===== src/rtl/vga_timing_pkg.sv =====
// Shared raster constants and the coordinate type for the VGA timing generator.
// The defaults describe 640x480 at 60 Hz.
package vga_timing_pkg;

    typedef logic [9:0] coord_t;

    localparam int H_VISIBLE = 640;
    localparam int H_FRONT   = 16;
    localparam int H_SYNC    = 96;
    localparam int H_BACK    = 48;
    localparam int V_VISIBLE = 480;
    localparam int V_FRONT   = 10;
    localparam int V_SYNC    = 2;
    localparam int V_BACK    = 33;

    localparam int H_TOTAL = H_VISIBLE + H_FRONT + H_SYNC + H_BACK;
    localparam int V_TOTAL = V_VISIBLE + V_FRONT + V_SYNC + V_BACK;

endpackage


===== src/rtl/vga_axis_counter.sv =====
// One raster axis: counts 0..WRAP while enabled and pulses wrap on the WRAP->0 step.
// value_next is exported so the parent can register outputs aligned with the count.
module vga_axis_counter
    import vga_timing_pkg::*;
#(
    parameter coord_t WRAP = coord_t'(H_TOTAL - 1)
) (
    input  logic   vga_clk,
    input  logic   reset,
    input  logic   enable,
    output coord_t value,
    output coord_t value_next,
    output logic   wrap
);

    assign wrap = enable && (value == WRAP);

    always_comb begin
        value_next = value;
        if (enable) begin
            value_next = wrap ? '0 : value + coord_t'(1);
        end
    end

    // Resetting to WRAP makes the first enabled edge land on coordinate 0.
    always_ff @(posedge vga_clk or posedge reset) begin
        if (reset) begin
            value <= WRAP;
        end else begin
            value <= value_next;
        end
    end

endmodule


===== src/rtl/vga_timing_gen.sv =====
// 640x480@60 raster timing source: sync, drawable flag, pixel coordinate and start pulses.
// Define VGA_FRAME_COUNT_EN to add the 16-bit frame_count output.
module vga_timing_gen
    import vga_timing_pkg::coord_t;
#(
    parameter int H_VISIBLE = vga_timing_pkg::H_VISIBLE,
    parameter int H_FRONT   = vga_timing_pkg::H_FRONT,
    parameter int H_SYNC    = vga_timing_pkg::H_SYNC,
    parameter int H_BACK    = vga_timing_pkg::H_BACK,
    parameter int V_VISIBLE = vga_timing_pkg::V_VISIBLE,
    parameter int V_FRONT   = vga_timing_pkg::V_FRONT,
    parameter int V_SYNC    = vga_timing_pkg::V_SYNC,
    parameter int V_BACK    = vga_timing_pkg::V_BACK,
    parameter bit SYNC_POL  = 1'b0
) (
    input  logic        vga_clk,
    input  logic        reset,
    output logic        hs,
    output logic        vs,
    output logic        blank,
    output logic [9:0]  DrawX,
    output logic [9:0]  DrawY,
    output logic        line_start,
    output logic        frame_start
`ifdef VGA_FRAME_COUNT_EN
    ,
    output logic [15:0] frame_count
`endif
);

    localparam int H_TOTAL = H_VISIBLE + H_FRONT + H_SYNC + H_BACK;
    localparam int V_TOTAL = V_VISIBLE + V_FRONT + V_SYNC + V_BACK;

    localparam coord_t H_VIS_END = coord_t'(H_VISIBLE);
    localparam coord_t V_VIS_END = coord_t'(V_VISIBLE);
    localparam coord_t HS_START  = coord_t'(H_VISIBLE + H_FRONT);
    localparam coord_t HS_END    = coord_t'(H_VISIBLE + H_FRONT + H_SYNC);
    localparam coord_t VS_START  = coord_t'(V_VISIBLE + V_FRONT);
    localparam coord_t VS_END    = coord_t'(V_VISIBLE + V_FRONT + V_SYNC);

    coord_t h_value;
    coord_t h_next;
    logic   h_wrap;
    coord_t v_value;
    coord_t v_next;
    logic   v_wrap;

    vga_axis_counter #(
        .WRAP(coord_t'(H_TOTAL - 1))
    ) u_h_counter (
        .vga_clk   (vga_clk),
        .reset     (reset),
        .enable    (1'b1),
        .value     (h_value),
        .value_next(h_next),
        .wrap      (h_wrap)
    );

    vga_axis_counter #(
        .WRAP(coord_t'(V_TOTAL - 1))
    ) u_v_counter (
        .vga_clk   (vga_clk),
        .reset     (reset),
        .enable    (h_wrap),
        .value     (v_value),
        .value_next(v_next),
        .wrap      (v_wrap)
    );

    assign DrawX = h_value;
    assign DrawY = v_value;

    // Decoding the next counts keeps every flag in the same cycle as the coordinate it describes.
    always_ff @(posedge vga_clk or posedge reset) begin
        if (reset) begin
            hs          <= ~SYNC_POL;
            vs          <= ~SYNC_POL;
            blank       <= 1'b0;
            line_start  <= 1'b0;
            frame_start <= 1'b0;
        end else begin
            hs          <= (h_next >= HS_START && h_next < HS_END) ? SYNC_POL : ~SYNC_POL;
            vs          <= (v_next >= VS_START && v_next < VS_END) ? SYNC_POL : ~SYNC_POL;
            blank       <= (h_next < H_VIS_END) && (v_next < V_VIS_END);
            line_start  <= (h_next == '0);
            frame_start <= (h_next == '0) && (v_next == '0);
        end
    end

`ifdef VGA_FRAME_COUNT_EN
    always_ff @(posedge vga_clk or posedge reset) begin
        if (reset) begin
            frame_count <= '0;
        end else if (h_next == '0 && v_next == '0) begin
            frame_count <= frame_count + 16'd1;
        end
    end
`endif

    logic unused_v_wrap;
    assign unused_v_wrap = v_wrap;

endmodule


===== config.mk =====
export PLATFORM = sky130hd
export DESIGN_NAME = vga_timing_gen
export DESIGN_NICKNAME = d
export VERILOG_FILES = /design/src/rtl/vga_timing_pkg.sv /design/src/rtl/vga_axis_counter.sv /design/src/rtl/vga_timing_gen.sv
export SDC_FILE = /design/constraint.sdc
export NUM_CORES = 1
export LEC_CHECK = 0
export BUFFER_PORTS_ARGS = -buffer_cell sky130_fd_sc_hd__buf_4
export CAP_MARGIN = 10
export CORE_ASPECT_RATIO = 1.5
export CORE_UTILIZATION = 40
export DETAILED_ROUTE_END_ITERATION = 10
export GPL_ROUTABILITY_DRIVEN = 1
export GPL_TIMING_DRIVEN = 1
export SYNTH_ARGS = -nofsm -noshare
export SYNTH_HDL_FRONTEND = slang
export SYNTH_SLANG_ARGS = --single-unit

===== constraint.sdc =====
create_clock -name vga_clk -period 2.7 [get_ports vga_clk]
set_clock_uncertainty 0.2 [all_clocks]
set_input_delay 0.54 -clock vga_clk [delete_from_list [all_inputs] [get_ports vga_clk]]
set_output_delay 0.54 -clock vga_clk [all_outputs]
set_load 0.03 [all_outputs]

==> results.sh <==
export IMPL_synth_seq_cells=25
export IMPL_setup_tns_final_ps=0
export IMPL_htreeDepth=1
export IMPL_routed_via_density=5.57
export IMPL_die_h_um=74.8
export IMPL_seq_power_share_pct=61.3
export IMPL_cpMostUsedCell="nand4_1"
export IMPL_synthArstFlopShare_pct=100
export IMPL_hpwl_um=2700
export IMPL_fillers=328
export IMPL_final_layout_size_suffix_gt1_share_pct=38.9
export IMPL_p_comb_share_pct=1.5
export IMPL_yosysSeqAreaShare_pct=45.4
export IMPL_path_max_fanout=6
export IMPL_ir_worst_vdd_v=0.000260
export IMPL_worst_pin_slew_ps=425
export IMPL_grt_pass1_vias=1230
export IMPL_place_ws_ps=15.8
export IMPL_place_area_um2=1720
export IMPL_cts_tree="built"
export IMPL_avgSynthCellArea_um2=9.73
export IMPL_mostFrequentLayoutCells="buf_4, nand2_1, nor2_1"
export IMPL_ios=27
export IMPL_layout_commonest_cell="buf_4"
export IMPL_rows=26
export IMPL_n_antenna_cell=0
export IMPL_wire_per_inst_um=16.2
export IMPL_outcome="finished clean"
export IMPL_cts_buffer_depth=2
export IMPL_crit_chain="ha_4 > and4_4 > nand4_1 > nor2_1 > xor2_1 > nand4_1 > or4b_1"
export IMPL_fin_area_um2=1830
export IMPL_drv_slew=0
export IMPL_p_leak_nw=0.791
export IMPL_power_density_nw_per_um2=333
export IMPL_fmax_mhz=387
export IMPL_synth_nets=150
export IMPL_power_switching_mw=0.129
export IMPL_finalWorstSetupSlack_ps=117
export IMPL_start_util_pct=41.7
export IMPL_p_int_mw=0.483
export IMPL_routed_wl_um=3680
export IMPL_cts_inserted_buffers=3
export IMPL_synth_flop_cell="dfrtp_1"
export IMPL_end_kind="flip-flop"
export IMPL_yosysWarningCount=0
export IMPL_final_hold_violation_count=0
export IMPL_pwr_share_clk_pct=37.1
export IMPL_syn2layout_area_growth_pct=30.0
export IMPL_syn_instance_count=145
export IMPL_max_stage_delay_ps=610
export IMPL_max_slew_margin_rel_pct=71.4
export IMPL_path_buf_inv=0
export IMPL_critPathTopFamily="simple AND/OR/NAND/NOR gates"
export IMPL_root_buffer="clkbuf_8"
export IMPL_grt_pass1_wl_um=5630
export IMPL_port_buffer_count=26
export IMPL_setup_viol=0
export IMPL_gp_congestion=0.919
export IMPL_fin_crit_ps=2580
export IMPL_crit_arrival_ps=2570
export IMPL_switching_share_pct=21.1
export IMPL_hold_path_class="in -> async"
export IMPL_criticalPathCategory="reg -> reg"
export IMPL_holdBufCountCts=0
export IMPL_start_kind="flip-flop"
export IMPL_grt_antenna_before_repair=0
export IMPL_drc=0
export IMPL_clkSinkCount=25
export IMPL_maxCapViolCount=0
export IMPL_netlist_area_um2=1410
export IMPL_via_count=1264
export IMPL_worstPathRequired_ps=2690
export IMPL_grt_overflow=0
export IMPL_period_share_pct=95.7
export IMPL_drt_initial_drc_count=35
export IMPL_critPathSlowestCell="dfstp_2"
export IMPL_synth_distinct_cells=38
export IMPL_die_x_um=50.5
export IMPL_core_area_um2=3380
export IMPL_synth_edf_count=0
export IMPL_fp_dieArea_um2=3770
export IMPL_ant_nets=0
export IMPL_clk_pin_slew_ps=90
export IMPL_grt_max_degree=26
export IMPL_track_usage_pct=20.4
export IMPL_fin_nets=191
export IMPL_drtPass1Iterations=7
export IMPL_clock_insertion_delay_worst_skew_ps=270
## final timing paths
check / from / endpoint / slack (ps) / cells past startpoint
worst min-delay path: reset / u_h_counter.value[6] / 120 / 3
worst min register to register: u_h_counter.value[4] / u_h_counter.value[4] / 370 / 1
min in group vga_clk: u_h_counter.value[4] / u_h_counter.value[4] / 370 / 1
worst max-delay path: u_h_counter.value[0] / vs / 120 / 7
worst max register to register: u_h_counter.value[0] / vs / 120 / 7
max in group asynchronous: reset / u_v_counter.value[3] / 1890 / 3
## power groups by stage
stage / logic [mW] / clock network (mW) / registers [mW]
2_1_floorplan: 0.00541 / 0 / 0.382
3_3_place_gp: 0.00969 / 0 / 0.382
3_5_place_dp: 0.00997 / 0 / 0.382
4_1_cts: 0.00997 / 0.234 / 0.375
5_1_grt: 0.0113 / 0.246 / 0.375
6_report: 0.00944 / 0.227 / 0.375
## flip-flops by register name, indices dropped and copies added, names as in the netlist
| register | flops |
|---|---|
| line_start | 1 |
| vs | 1 |
| u_v_counter.value | 10 |
| hs | 1 |
| blank | 1 |
| u_h_counter.value | 10 |
| frame_start | 1 |
## stage by stage
stage	power [mW]	utilization, %	cells	hold WS [ps]
after floorplan	0.387	-	145	358
after global placement	0.391	50.7	222	320
after detailed placement	0.392	50.7	222	319
after CTS	0.619	52.2	226	124
after global routing	0.633	54.2	227	153
final	0.612	54.2	227	117
## cell families (layout without fill, tap and decap cells)
group / count (synthesis) / after routing / share of synthesized area (%)
simple gates: 69 / 69 / 27.6
flops: 25 / 25 / 45.4
compound gates: 20 / 20 / 9.58
xor+xnor: 15 / 15 / 9.31
buf+inv: 12 / 52 / 4.79
fa+ha+maj: 3 / 3 / 2.66
mux: 1 / 1 / 0.709
## metal layers
layer	share of wire (%)	vias up	routed length (µm)	track usage [%]
met5	0	-	0	0
met2	55	47	2020	39.1
met4	3.7	0	137	12.0
met3	3.7	12	137	3.23
li1	-	593	-	-
met1	38	612	1380	20.4
## final cells by class
type,count,area [µm²],area share [%]
tap,42,52.6,2.86
sequential,25,641,34.9
multi-input combinational,108,769,42.0
inverter,9,33.8,1.84
clock buffer,4,45.0,2.46
timing repair buffer,39,293,16.0
## cells in the mapped netlist, types with 2 or more instances
cell	number	area, µm²
a21oi_1	6	30.0
a221oi_1	2	17.5
buf_6	3	33.8
dfrtp_1	13	325
dfstp_2	12	315
ha_1	3	37.5
inv_1	9	33.8
nand2_1	17	63.8
nand3_1	8	40.0
nand4_1	5	31.3
nor2_1	17	63.8
nor3_1	3	15.0
nor4_1	4	25.0
o21ai_0	4	20.0
or3_1	3	18.8
xnor2_1	8	70.1
xor2_1	7	61.3
## timing repair
item	CTS	global route
buffers inserted	0	1
pin swaps	0	6
setup endpoints to repair	1	3
resized for setup	1	12
## worst reg2reg max path, delay by kind of cell (launching register included)
family	cells	cell delay, ps
flops	1	610
simple gates	5	1290
fa+ha+maj	1	150
xor+xnor	1	250
No activity file was read; power rests on OpenSTA's default activity.
